===== config.mk =====
export PLATFORM = sky130hd
export DESIGN_NAME = bit_serializer_flat
export DESIGN_NICKNAME = d
export VERILOG_FILES = /design/src/rtl/trng_pkg.sv /design/src/rtl/bit_serializer_if.sv /design/src/rtl/bit_serializer_word_fifo.sv /design/src/rtl/bit_serializer.sv /design/src/flat_wrapper.sv
export SDC_FILE = /design/constraint.sdc
export NUM_CORES = 1
export LEC_CHECK = 0
export BUFFER_PORTS_ARGS = -buffer_cell sky130_fd_sc_hd__buf_2
export CORE_MARGIN = 2
export CORE_UTILIZATION = 38
export CTS_CLUSTER_DIAMETER = 120
export CTS_CLUSTER_SIZE = 14
export DETAILED_ROUTE_END_ITERATION = 8
export PLACE_DENSITY = 0.66
export SYNTH_ARGS = -nofsm -noshare
export SYNTH_HDL_FRONTEND = slang
export SYNTH_SLANG_ARGS = --single-unit

===== constraint.sdc =====
create_clock -name clk -period 9.5 [get_ports clk]
set_input_delay 0 -clock clk [delete_from_list [all_inputs] [get_ports clk]]
set_output_delay 0 -clock clk [all_outputs]
set_load 0.02 [all_outputs]

===== src/rtl/trng_pkg.sv =====
`default_nettype none
// ============================================================================
//  Module      : trng_pkg
//  Description : Shared TRNG constants and types (word width, drop counter
//                width, serializer state encoding).
//  Revision    : 1.0 - initial release
// ============================================================================
package trng_pkg;

    localparam int TRNG_WORD_W = 32;
    localparam int DROP_CNT_W  = 16;

    typedef enum logic [0:0] {
        IDLE  = 1'b0,
        SHIFT = 1'b1
    } bit_ser_state_t;

endpackage : trng_pkg
`default_nettype wire


===== src/rtl/bit_serializer_if.sv =====
`default_nettype none
// ============================================================================
//  Module      : bit_serializer_if
//  Description : Word-in / bit-out bundle of the bit serializer. The master
//                side is the word source plus bit consumer, the slave side is
//                the serializer. drop_cnt exists only with
//                BIT_SER_DROP_CNT_EN defined.
//  Revision    : 1.0 - initial release
// ============================================================================
interface bit_serializer_if
    import trng_pkg::*;
#(
    parameter int WIDTH = TRNG_WORD_W,
    parameter int DEPTH = 2
);

    localparam int CNT_W = $clog2(DEPTH) + 1;

    logic [WIDTH-1:0]      word_in;
    logic                  word_valid;
    logic                  bit_out;
    logic                  bit_valid;
    logic                  bit_ready;
    logic [CNT_W-1:0]      fifo_count;
    logic                  busy;
    logic                  overflow;
    logic                  ovf_clr;
`ifdef BIT_SER_DROP_CNT_EN
    logic [DROP_CNT_W-1:0] drop_cnt;
`endif

    modport master (
        output word_in, word_valid, bit_ready, ovf_clr,
`ifdef BIT_SER_DROP_CNT_EN
        input  drop_cnt,
`endif
        input  bit_out, bit_valid, fifo_count, busy, overflow
    );

    modport slave (
        input  word_in, word_valid, bit_ready, ovf_clr,
`ifdef BIT_SER_DROP_CNT_EN
        output drop_cnt,
`endif
        output bit_out, bit_valid, fifo_count, busy, overflow
    );

endinterface : bit_serializer_if
`default_nettype wire


===== src/rtl/bit_serializer_word_fifo.sv =====
`default_nettype none
// ============================================================================
//  Module      : word_fifo
//  Description : Small synchronous FIFO buffering words ahead of the shift
//                engine. DEPTH must be a power of two so pointers wrap
//                naturally. The caller only pops when non-empty and only
//                pushes when not full or when popping in the same cycle.
//  Revision    : 1.0 - initial release
// ============================================================================
module word_fifo #(
    parameter int WIDTH = 32,
    parameter int DEPTH = 2
) (
    input  wire logic                       clk,
    input  wire logic                       rst,
    input  wire logic                       push_i,
    input  wire logic [WIDTH-1:0]           wdata_i,
    input  wire logic                       pop_i,
    output logic      [WIDTH-1:0]           rdata_o,
    output logic                            full_o,
    output logic                            empty_o,
    output logic      [$clog2(DEPTH):0]     count_o
);

    localparam int AW    = $clog2(DEPTH);
    localparam int CNT_W = AW + 1;

    logic [WIDTH-1:0] mem_q [DEPTH];
    logic [AW-1:0]    wr_ptr_q;
    logic [AW-1:0]    rd_ptr_q;
    logic [CNT_W-1:0] count_q;

    // Storage array; no reset needed because count gates every read.
    always_ff @(posedge clk) begin
        if (push_i) begin
            mem_q[wr_ptr_q] <= wdata_i;
        end
    end

    // Pointer and occupancy bookkeeping; a push and pop together leave count unchanged.
    always_ff @(posedge clk or posedge rst) begin
        if (rst) begin
            wr_ptr_q <= '0;
            rd_ptr_q <= '0;
            count_q  <= '0;
        end else begin
            if (push_i) begin
                wr_ptr_q <= wr_ptr_q + AW'(1);
            end
            if (pop_i) begin
                rd_ptr_q <= rd_ptr_q + AW'(1);
            end
            case ({push_i, pop_i})
                2'b10:   count_q <= count_q + CNT_W'(1);
                2'b01:   count_q <= count_q - CNT_W'(1);
                default: count_q <= count_q;
            endcase
        end
    end

    assign rdata_o = mem_q[rd_ptr_q];
    assign full_o  = (count_q == CNT_W'(DEPTH));
    assign empty_o = (count_q == '0);
    assign count_o = count_q;

endmodule : word_fifo
`default_nettype wire


===== src/rtl/bit_serializer.sv =====
`default_nettype none
// ============================================================================
//  Module      : bit_serializer
//  Description : Turns WIDTH-bit words into an MSB-first serial stream with a
//                valid/ready handshake. A word FIFO absorbs input while the
//                shift engine drains; words arriving with no room are dropped
//                and flagged through the sticky overflow bit.
//                Define BIT_SER_DROP_CNT_EN to add the 16-bit saturating
//                drop counter (drop_cnt).
//  Revision    : 1.0 - initial release
// ============================================================================
module bit_serializer
    import trng_pkg::*;
#(
    parameter int WIDTH = TRNG_WORD_W,
    parameter int DEPTH = 2
) (
    input  wire logic       clk,
    input  wire logic       rst,
    bit_serializer_if.slave bus
);

    localparam int                 CNT_W     = $clog2(DEPTH) + 1;
    localparam int                 BCNT_W    = $clog2(WIDTH);
    localparam logic [BCNT_W-1:0]  c_BCNT_LAST = BCNT_W'(WIDTH - 1);

    bit_ser_state_t      state_q;
    logic [WIDTH-1:0]    shreg_q;
    logic [BCNT_W-1:0]   bcnt_q;
    logic                bit_valid_q;
    logic                busy_q;
    logic                overflow_q;

    logic [WIDTH-1:0]    w_fifo_rdata;
    logic                w_fifo_full;
    logic                w_fifo_empty;
    logic [CNT_W-1:0]    w_fifo_count;
    logic                w_last_xfer;
    logic                w_pop;
    logic                w_push;
    logic                w_drop;

    // Final bit of the current word is being accepted this cycle.
    assign w_last_xfer = (state_q == SHIFT) && bus.bit_ready && (bcnt_q == c_BCNT_LAST);

    // The engine takes the head either from IDLE or on the last bit (no bubble).
    assign w_pop  = !w_fifo_empty && ((state_q == IDLE) || w_last_xfer);

    // A full FIFO still accepts a word when the head leaves in the same cycle.
    assign w_push = bus.word_valid && (!w_fifo_full || w_pop);
    assign w_drop = bus.word_valid && !w_push;

    word_fifo #(
        .WIDTH (WIDTH),
        .DEPTH (DEPTH)
    ) u_word_fifo (
        .clk     (clk),
        .rst     (rst),
        .push_i  (w_push),
        .wdata_i (bus.word_in),
        .pop_i   (w_pop),
        .rdata_o (w_fifo_rdata),
        .full_o  (w_fifo_full),
        .empty_o (w_fifo_empty),
        .count_o (w_fifo_count)
    );

    // Shift engine: loads words from the FIFO and emits them MSB first.
    always_ff @(posedge clk or posedge rst) begin
        if (rst) begin
            state_q     <= IDLE;
            shreg_q     <= '0;
            bcnt_q      <= '0;
            bit_valid_q <= 1'b0;
            busy_q      <= 1'b0;
        end else begin
            case (state_q)
                IDLE: begin
                    if (!w_fifo_empty) begin
                        shreg_q     <= w_fifo_rdata;
                        bcnt_q      <= '0;
                        state_q     <= SHIFT;
                        bit_valid_q <= 1'b1;
                        busy_q      <= 1'b1;
                    end
                end
                SHIFT: begin
                    if (bus.bit_ready) begin
                        if (bcnt_q == c_BCNT_LAST) begin
                            bcnt_q <= '0;
                            if (!w_fifo_empty) begin
                                shreg_q <= w_fifo_rdata;
                            end else begin
                                // Fully shifted out, so bit_out naturally returns to 0.
                                shreg_q     <= {shreg_q[WIDTH-2:0], 1'b0};
                                state_q     <= IDLE;
                                bit_valid_q <= 1'b0;
                                busy_q      <= 1'b0;
                            end
                        end else begin
                            shreg_q <= {shreg_q[WIDTH-2:0], 1'b0};
                            bcnt_q  <= bcnt_q + BCNT_W'(1);
                        end
                    end
                end
                default: begin
                    state_q     <= IDLE;
                    bit_valid_q <= 1'b0;
                    busy_q      <= 1'b0;
                end
            endcase
        end
    end

    // Sticky overflow flag; a drop in the same cycle as a clear wins.
    always_ff @(posedge clk or posedge rst) begin
        if (rst) begin
            overflow_q <= 1'b0;
        end else if (w_drop) begin
            overflow_q <= 1'b1;
        end else if (bus.ovf_clr) begin
            overflow_q <= 1'b0;
        end
    end

`ifdef BIT_SER_DROP_CNT_EN
    logic [DROP_CNT_W-1:0] drop_cnt_q;

    // Saturating dropped-word counter; a clear coinciding with a drop restarts at 1.
    always_ff @(posedge clk or posedge rst) begin
        if (rst) begin
            drop_cnt_q <= '0;
        end else if (w_drop) begin
            if (bus.ovf_clr) begin
                drop_cnt_q <= DROP_CNT_W'(1);
            end else if (drop_cnt_q != '1) begin
                drop_cnt_q <= drop_cnt_q + DROP_CNT_W'(1);
            end
        end else if (bus.ovf_clr) begin
            drop_cnt_q <= '0;
        end
    end

    assign bus.drop_cnt = drop_cnt_q;
`endif

    assign bus.bit_out    = shreg_q[WIDTH-1];
    assign bus.bit_valid  = bit_valid_q;
    assign bus.busy       = busy_q;
    assign bus.overflow   = overflow_q;
    assign bus.fifo_count = w_fifo_count;

endmodule : bit_serializer
`default_nettype wire


===== src/flat_wrapper.sv =====
// flat-port wrapper written by rule: the top's interface ports become plain ports
module bit_serializer_flat import trng_pkg::*;
#(
    parameter int WIDTH = TRNG_WORD_W,
    parameter int DEPTH = 2
)
  (clk, rst, bus_word_in, bus_word_valid, bus_bit_ready, bus_ovf_clr, bus_bit_out, bus_bit_valid, bus_fifo_count, bus_busy, bus_overflow);
  bit_serializer_if #(.WIDTH(WIDTH), .DEPTH(DEPTH)) bus_i ();
  input  wire logic clk;
  input  wire logic rst;
  input wire logic [$bits(bus_i.word_in)-1:0] bus_word_in;
  input wire logic [$bits(bus_i.word_valid)-1:0] bus_word_valid;
  input wire logic [$bits(bus_i.bit_ready)-1:0] bus_bit_ready;
  input wire logic [$bits(bus_i.ovf_clr)-1:0] bus_ovf_clr;
  output wire logic [$bits(bus_i.bit_out)-1:0] bus_bit_out;
  output wire logic [$bits(bus_i.bit_valid)-1:0] bus_bit_valid;
  output wire logic [$bits(bus_i.fifo_count)-1:0] bus_fifo_count;
  output wire logic [$bits(bus_i.busy)-1:0] bus_busy;
  output wire logic [$bits(bus_i.overflow)-1:0] bus_overflow;
  assign bus_i.word_in = bus_word_in;
  assign bus_i.word_valid = bus_word_valid;
  assign bus_i.bit_ready = bus_bit_ready;
  assign bus_i.ovf_clr = bus_ovf_clr;
  assign bus_bit_out = bus_i.bit_out;
  assign bus_bit_valid = bus_i.bit_valid;
  assign bus_fifo_count = bus_i.fifo_count;
  assign bus_busy = bus_i.busy;
  assign bus_overflow = bus_i.overflow;
  bit_serializer #(.WIDTH(WIDTH), .DEPTH(DEPTH)) u_core (.clk(clk), .rst(rst), .bus(bus_i));
endmodule

==> impl_results.md, run 1 <==
* Status: completed
* Max-cap violations at 0
* Synth Register Bits at 108
* CP required at 9.75 ns
* Clock sink count at 108
* Worst reg2reg path depth at 6
* TritonCTS Buffers at 9
* CP Capture Type: flip-flop
* Placer Congestion at 0.7311
* H-tree levels at 3
* Vias in the first global route at approximately 3000
* Top post-synthesis cells by area: edfxtp_1, dfrtp_1, a221oi_1, nor3b_1, o31ai_1
* Overall die width at 115.2 um
* GRT Total Usage at 14.84%
* Crit Reg-Reg Endpoint: u_core.shreg_q[28]
* Post-synth cell types at 43
* Commonest non-fill, non-tap cell in the layout: edfxtp_1
* Synth top area share at 40.88%
* Slowest cell on the critical path: o21a_1
* I/O Pins at 43
* Drt pass-1 iters at 4
* Worst Tran Pin Value at ~1.2 ns
* Power, Total at around 1.2 mW
* Largest net degree at the start of global routing at 74
* Slew Viols, Final at 0
* LEAKAGE at between 2 and 2.5 nW
* Post-CTS sizing at 0
* Pre-CTS WS at 7.014 ns
* CTS tree: built
* Top layer in use: met4
* FFs w/ async S/R, synth at 40.74%
* # DRC at 0
* Crit path time final at 2.492 ns
* Starting Density at 38.97%
* Cells after Synth at 350
* Critical path's largest stage delay at 0.96 ns
* Prevailing post-synth register cell: edfxtp_1
* Share of layout cells above drive strength 1 at a little under a fifth
* Core area at 12060 um2
* Post-Route Setup TNS at 0 ns
* VDD IR max at 104.4 uV
* M1 WL at 4025 um
* R2r startpoint: u_core.bcnt_q[0]
* WL met3 at 334 um
* Clk_skew at 0.007001 ns
* Hold wc startpoint: bus_bit_ready
* P per Cell Area at 217.2 nW/um2
* DR WL met2 at between 4000 and 5000 um
* Drt wl/cell at 15.50 um
* Critical path, cell by cell: ha_1 > and3_1 > ha_1 > o21a_1 > nor3b_1 > o31ai_1
* Synth warn at 0
* Clock tree buffer depth at 2
* Post-synth net total at around 400
* Via count at slightly above 3000
* Final Cycle Share at 26.23%
* Crit path launch type: flip-flop
* CTS Root Cell: clkbuf_16
* Syn Area/Cell at 13.43 um2
* Remaining antenna violation count at 0
* Yosys top cell by area: edfxtp_1
* Total grt overflow at 0
* Worst Setup Slack, final at around 7 ns
* Antenna diode count at 0
* Final WL at 9067 um
* Skew-Pair Late Insertion Delay at 0.34 ns
* Synth Cell Area at 4701 um2
* Vias/cell at 5.289
* Layout area overhead at 20.60%
* Die H at between 100 and 150 um
* Placed Area at 4984 um2
* WP data arrival at 2.74 ns
* Number of synthesized flops with an enable pin at 64
* Crit path top cell by count: ha_1
* Reg-to-reg slack, setup at between 7 and 8 ns
* Final Cell Area at ~5700 um2
* Seq/Total Area, Yosys at 64.31%
* Port Buffers at between 40 and 50
* Die area at 13280 um2
* Final Hold Viols at 0
* WS Path Type: flip-flop to flip-flop
* Final Core Density at between 40 and 50%
* Clk slew on worst S/H paths at 0.07 ns
* HPWL after DPL at 5125 um
* WHS Endpoint: u_core.bcnt_q[1]
* First-pass GRT wire length at 15310 um
* Most frequent cells in the layout: edfxtp_1, buf_2, dfrtp_1, dlygate4sd3_1, nor3b_1
* Crit path max fanout at 31
* Worst hold stages at 2
* # rows at 40
* Fmax at 401.3 MHz
* Worst hold path type: input pin to flip-flop
* Slew margin rel. at 21.36%
* # setup viols final at 0
* RSZ-0062 raised after global routing: no
* Antenna violations before repair at 0
* Initial DRC count at roughly 160
* Final nets at 451
-- routing by layer --
metal | global-route usage [%] | up-vias
met3 | 3.690 | 9
li1 | - | 1480
met5 | 0 | -
met4 | 4.177 | 0
met2 | 24.90 | 53
met1 | 19.24 | 1552
-- state kept, by name, indices dropped and copies added (netlist names) --
| signal | flops |
|---|---|
| u_core.bcnt_q | 5 |
| u_core.state_q | 1 |
| u_core.u_word_fifo.wr_ptr_q | 1 |
| u_core.u_word_fifo.rd_ptr_q | 1 |
| u_core.bus.overflow | 1 |
| u_core.u_word_fifo.count_o | 2 |
| u_core.shreg_q | 32 |
| u_core.bus.bit_valid | 1 |
| u_core.u_word_fifo.mem_q | 64 |
-- worst max-delay path: cells and delay by family (launching register included) --
kind	cells	cell delay [ns]
AOI/OAI and AO/OA	2	1.21
adders and majority gates	2	0.50
DFF	1	0.38
and+or+nand+nor	2	0.31
-- worst max-delay path by stage --
stage	end	start	slack, ns
floorplan	u_core.u_word_fifo.mem_q[0][0]	u_core.bcnt_q[0]	6.48
global route	u_core.shreg_q[18]	u_core.bcnt_q[0]	6.76
CTS	u_core.shreg_q[28]	u_core.bcnt_q[0]	7.01
global placement	u_core.shreg_q[1]	u_core.bcnt_q[0]	7.18
detailed placement	u_core.shreg_q[28]	u_core.bcnt_q[0]	7.01
finish	u_core.shreg_q[28]	u_core.bcnt_q[0]	7.01
-- through the flow --
step | std cells | hold slack [ns]
after floorplan | 350 | 0.09887
after global placement | 533 | 0.1707
after detailed placement | 533 | 0.1704
after CTS | 585 | 0.01151
after global routing | 585 | 0.02556
final | 585 | 0.02448
-- cell usage after synthesis, drive strengths merged, types with 3 or more instances --
| master | n |
|---|---|
| buf | 20 |
| inv | 6 |
| o31ai | 31 |
| and2b | 5 |
| edfxtp | 64 |
| dfrtp | 44 |
| a21oi | 3 |
| nor2b | 27 |
| nor3b | 33 |
| o21ai | 36 |
| nand2 | 5 |
| a221oi | 31 |
| clkbuf | 13 |
-- area by class of cell --
type	count	area, um2
Tap cell	168	210.2
Timing Repair Buffer	84	615.6
Clock inverter	7	100.1
Multi-Input combinational cell	203	1470
Clock buffer	9	225.2
Fill cell	1054	6392
Sequential cell	108	3025
Inverter	6	22.52
-- what timing repair did --
item / in CTS / in global routing
hold buffers: 36 / 0
endpoints found under the hold margin: 110 / 0
buffers inserted: 0 / 0
-- logic make-up (layout without fill, tap and decap cells) --
logic type / count (synthesis) / after routing / share of synthesized area (%)
DFF: 108 / 108 / 64.31
adders and majority gates: 2 / 2 / 0.5323
buffers and inverters: 39 / 106 / 4.525
AOI/OAI and AO/OA: 116 / 116 / 18.02
and+or+nand+nor: 82 / 82 / 12.00
muxes: 1 / 1 / 0.2395
xor gates and xnor gates: 2 / 2 / 0.3727
-- where the power goes --
| group | internal, mW | switching (mW) |
|---|---|---|
| sequential | 0.598 | 0.0638 |
| combinational | 0.0723 | 0.0961 |
| clock | 0.233 | 0.168 |
Note: power is estimated with default switching activity, not from simulation.
==> inputs of run 2 (changes only) <==
- PLACE_DENSITY: 0.66 -> 0.68
- clock period: 9.5 -> 2 ns (I/O delays scaled with it)
==> run 2 against run 1 <==
Largest power group unchanged. Clock power grew to 4.3 times the previous value. Design area grew 4.1%. Worst setup slack lost 7.0 ns. Utilization grew 1.9 points. Sequential cell count is the same.
==> impl_results.md, run 2 (synthesis gave the netlist of run 1 again) <==
* Status: completed
* Antenna diode count at 0 (unchanged)
* First-pass GRT wire length at 15740 um (+2.8%)
* CP Capture Type: flip-flop
* Skew-Pair Late Insertion Delay at 0.34 ns (about the same)
* Met3 Use GR at 3.426% (-0.26 points)
* Final WL at 9828 um (+8.4%)
* Regs by FF count: u_core.u_word_fifo.mem_q x64, u_core.shreg_q x32, u_core.bcnt_q x5
* Slew Viols, Final at 0 (unchanged)
* Final Cycle Share at 97.65% (+71 points)
* Comb pwr share at 20.8% (+7.1 points)
* Largest register FFs at 64 (unchanged)
* Max-cap violations at 0 (unchanged)
* Largest net degree at the start of global routing at 74 (unchanged)
* Placer Congestion at 0.7552 (+3.3%)
* CTS tree: built
* Final Hold Viols at 0 (unchanged)
* Remaining antenna violation count at 0 (unchanged)
* Post-route insts no fill at 603 (+3.1%)
* Worst Setup Slack, final at 0.04705 ns (-6.961 ns)
* LEAKAGE at 2.226 nW (+4.1%)
* WP data arrival at 2.05 ns (-0.69 ns)
* Reg with most FFs: u_core.u_word_fifo.mem_q
* # DRC at 0 (unchanged)
* Worst reg2reg path depth at 7 (+1)
* Crit path max fanout at 16 (-48%)
* Drt pass-1 iters at 4 (unchanged)
* Share of layout cells above drive strength 1 at 22.76% (+4.5 points)
* Worst Tran Pin Value at 0.8038 ns (-0.3757 ns)
* Fillers at 1079 (+2.4%)
* Clock tree buffer depth at 2 (unchanged)
* # setup viols final at 0 (unchanged)
* Worst hold path type: input pin to flip-flop
* Die H at 115.2 um (unchanged)
* Sw Share at 27.92% (+1.3 points)
* CP required at 2.10 ns (-7.65 ns)
* Clock power share at 29.0% (-3.6 points)
* Crit Reg-Reg Endpoint: u_core.u_word_fifo.mem_q[0][3]
* H-tree levels at 3 (unchanged)
* # rows at 40 (unchanged)
* Fmax at 512.0 MHz (+28%)
* VDD IR max at 567.5 uV (+440%)
* Clk_skew at 0.008877 ns (+0.001876 ns)
* Most frequent cells in the layout: edfxtp_1, buf_2, dfrtp_1, dlygate4sd3_1, nor3b_1
* WS Path Type: flip-flop to flip-flop
* Crit path time final at 1.953 ns (-0.5387 ns)
* R2r startpoint: u_core.bcnt_q[1]
* Vias in the first global route at 3072 (-0.16%)
* I/O Pins at 43 (unchanged)
* Met1 GRT Util at 20.68% (+1.4 points)
* Internal power at 4.318 mW (+380%)
* Core area at 12060 um2 (unchanged)
* Sw power at 1.673 mW (+410%)
* Port Buffers at 42 (unchanged)
* P per Cell Area at 1015 nW/um2 (+370%)
* Layout area overhead at 25.50%
* Total grt overflow at 0 (unchanged)
* Final nets at 469 (+4.0%)
* TritonCTS Buffers at 9 (unchanged)
* Crit path from: u_core.bcnt_q[1]
* Power, Total at 5.991 mW (+390%)
* Final Cell Area at 5899 um2 (+4.1%)
* Initial DRC count at 193 (+19%)
* End of the critical path: u_core.u_word_fifo.mem_q[0][3]
* Crit path launch type: flip-flop
* Met2 usage at 25.14% (+0.24 points)
* Overall die width at 115.2 um (unchanged)
* Clock sink count at 108 (unchanged)
* Placed Area at 5156 um2 (+3.5%)
* Pre-CTS WS at -0.2702 ns (-7.285 ns)
* Starting Density at 38.97% (unchanged)
* RSZ-0062 raised after global routing: yes
* CTS Root Cell: clkbuf_16
* Hold WS at 0.06343 ns (+0.03895 ns)
* HPWL after DPL at 5438 um (+6.1%)
* Drt wl/cell at 16.30 um (+5.2%)
* GRT busiest layer: met2
* GRT Total Usage at 15.31% (+0.47 points)
* Placed Cells at 546 (+2.4%)
* Antenna violations before repair at 0 (unchanged)
* Commonest non-fill, non-tap cell in the layout: edfxtp_1
* Sequential share of power at 50.2% (-3.5 points)
* Clk slew on worst S/H paths at 0.07 ns (about the same)
* Vias/cell at 5.167 (-2.3%)
* Die area at 13280 um2 (unchanged)
* Slew margin rel. at 46.08% (+25 points)
* Reg-to-reg slack, setup at 0.05 ns (-6.96 ns)
* Via count at 3116 (+0.71%)
-- run 2: repair_timing --
action,CTS,global route
endpoints found under the setup margin,68,80
pin swaps,3,5
buffers inserted,0,3
endpoints found under the hold margin,86,0
gates resized for setup,0,4
cloned,1,2
hold buffers,35,0
-- run 2: cell type report --
| cell class | count | area [um2] | area share (%) |
|---|---|---|---|
| Clock buffer | 10 | 229.0 | 3.881 |
| Clock inverter | 6 | 61.31 | 1.039 |
| Inverter | 6 | 22.52 | 0.3818 |
| Multi-Input combinational cell | 206 | 1559 | 26.43 |
| Sequential cell | 108 | 3025 | 51.28 |
| Tap cell | 168 | 210.2 | 3.563 |
| Timing Repair Buffer | 99 | 792.0 | 13.43 |
-- run 2: how the worst min path moves through the flow --
stage | to | start | cells after the start | slack [ns]
after floorplan | u_core.u_word_fifo.mem_q[0][0] | bus_word_in[0] | 0 | 0.1
after global placement | u_core.bus.bit_valid | rst | 2 | 0.09
after detailed placement | u_core.bus.bit_valid | rst | 2 | 0.09
after CTS | u_core.bcnt_q[4] | bus_bit_ready | 2 | 0.06
after global routing | u_core.bcnt_q[4] | bus_bit_ready | 2 | 0.09
final | u_core.bcnt_q[4] | bus_bit_ready | 2 | 0.06
-- run 2: per-layer routing --
layer  up-vias  wire length [um]
met1      1534              4479
met5         -                 0
met3         6               363
met2        58              4892
li1       1518                 -
met4         0                92
-- run 2: critical path, stage by stage, from the launching register on --
cell and delay (ns):
dfrtp_1 0.39, ha_2 0.19, and3_4 0.15, ha_4 0.15, a21bo_4 0.21, o21ai_4 0.35
nor2_4 0.08, buf_12 0.17
-- run 2: power groups by stage --
| stage | registers, mW | logic [mW] | clock network (mW) |
|---|---|---|---|
| after floorplan | 3.04 | 0.690 | 0 |
| after global placement | 3.03 | 0.981 | 0 |
| after detailed placement | 3.05 | 1.01 | 0 |
| after CTS | 3.00 | 1.11 | 1.76 |
| after global routing | 3.05 | 1.36 | 1.87 |
| final | 3.01 | 1.25 | 1.74 |
-- run 2: per-stage QoR --
stage          setup TNS [ns]  util [%]
6_report                    0     48.91
5_1_grt              -0.03462     48.91
4_1_cts                -15.37     48.13
3_5_place_dp           -15.77     42.75
3_3_place_gp           -10.92     42.75
2_1_floorplan         -0.3163         -
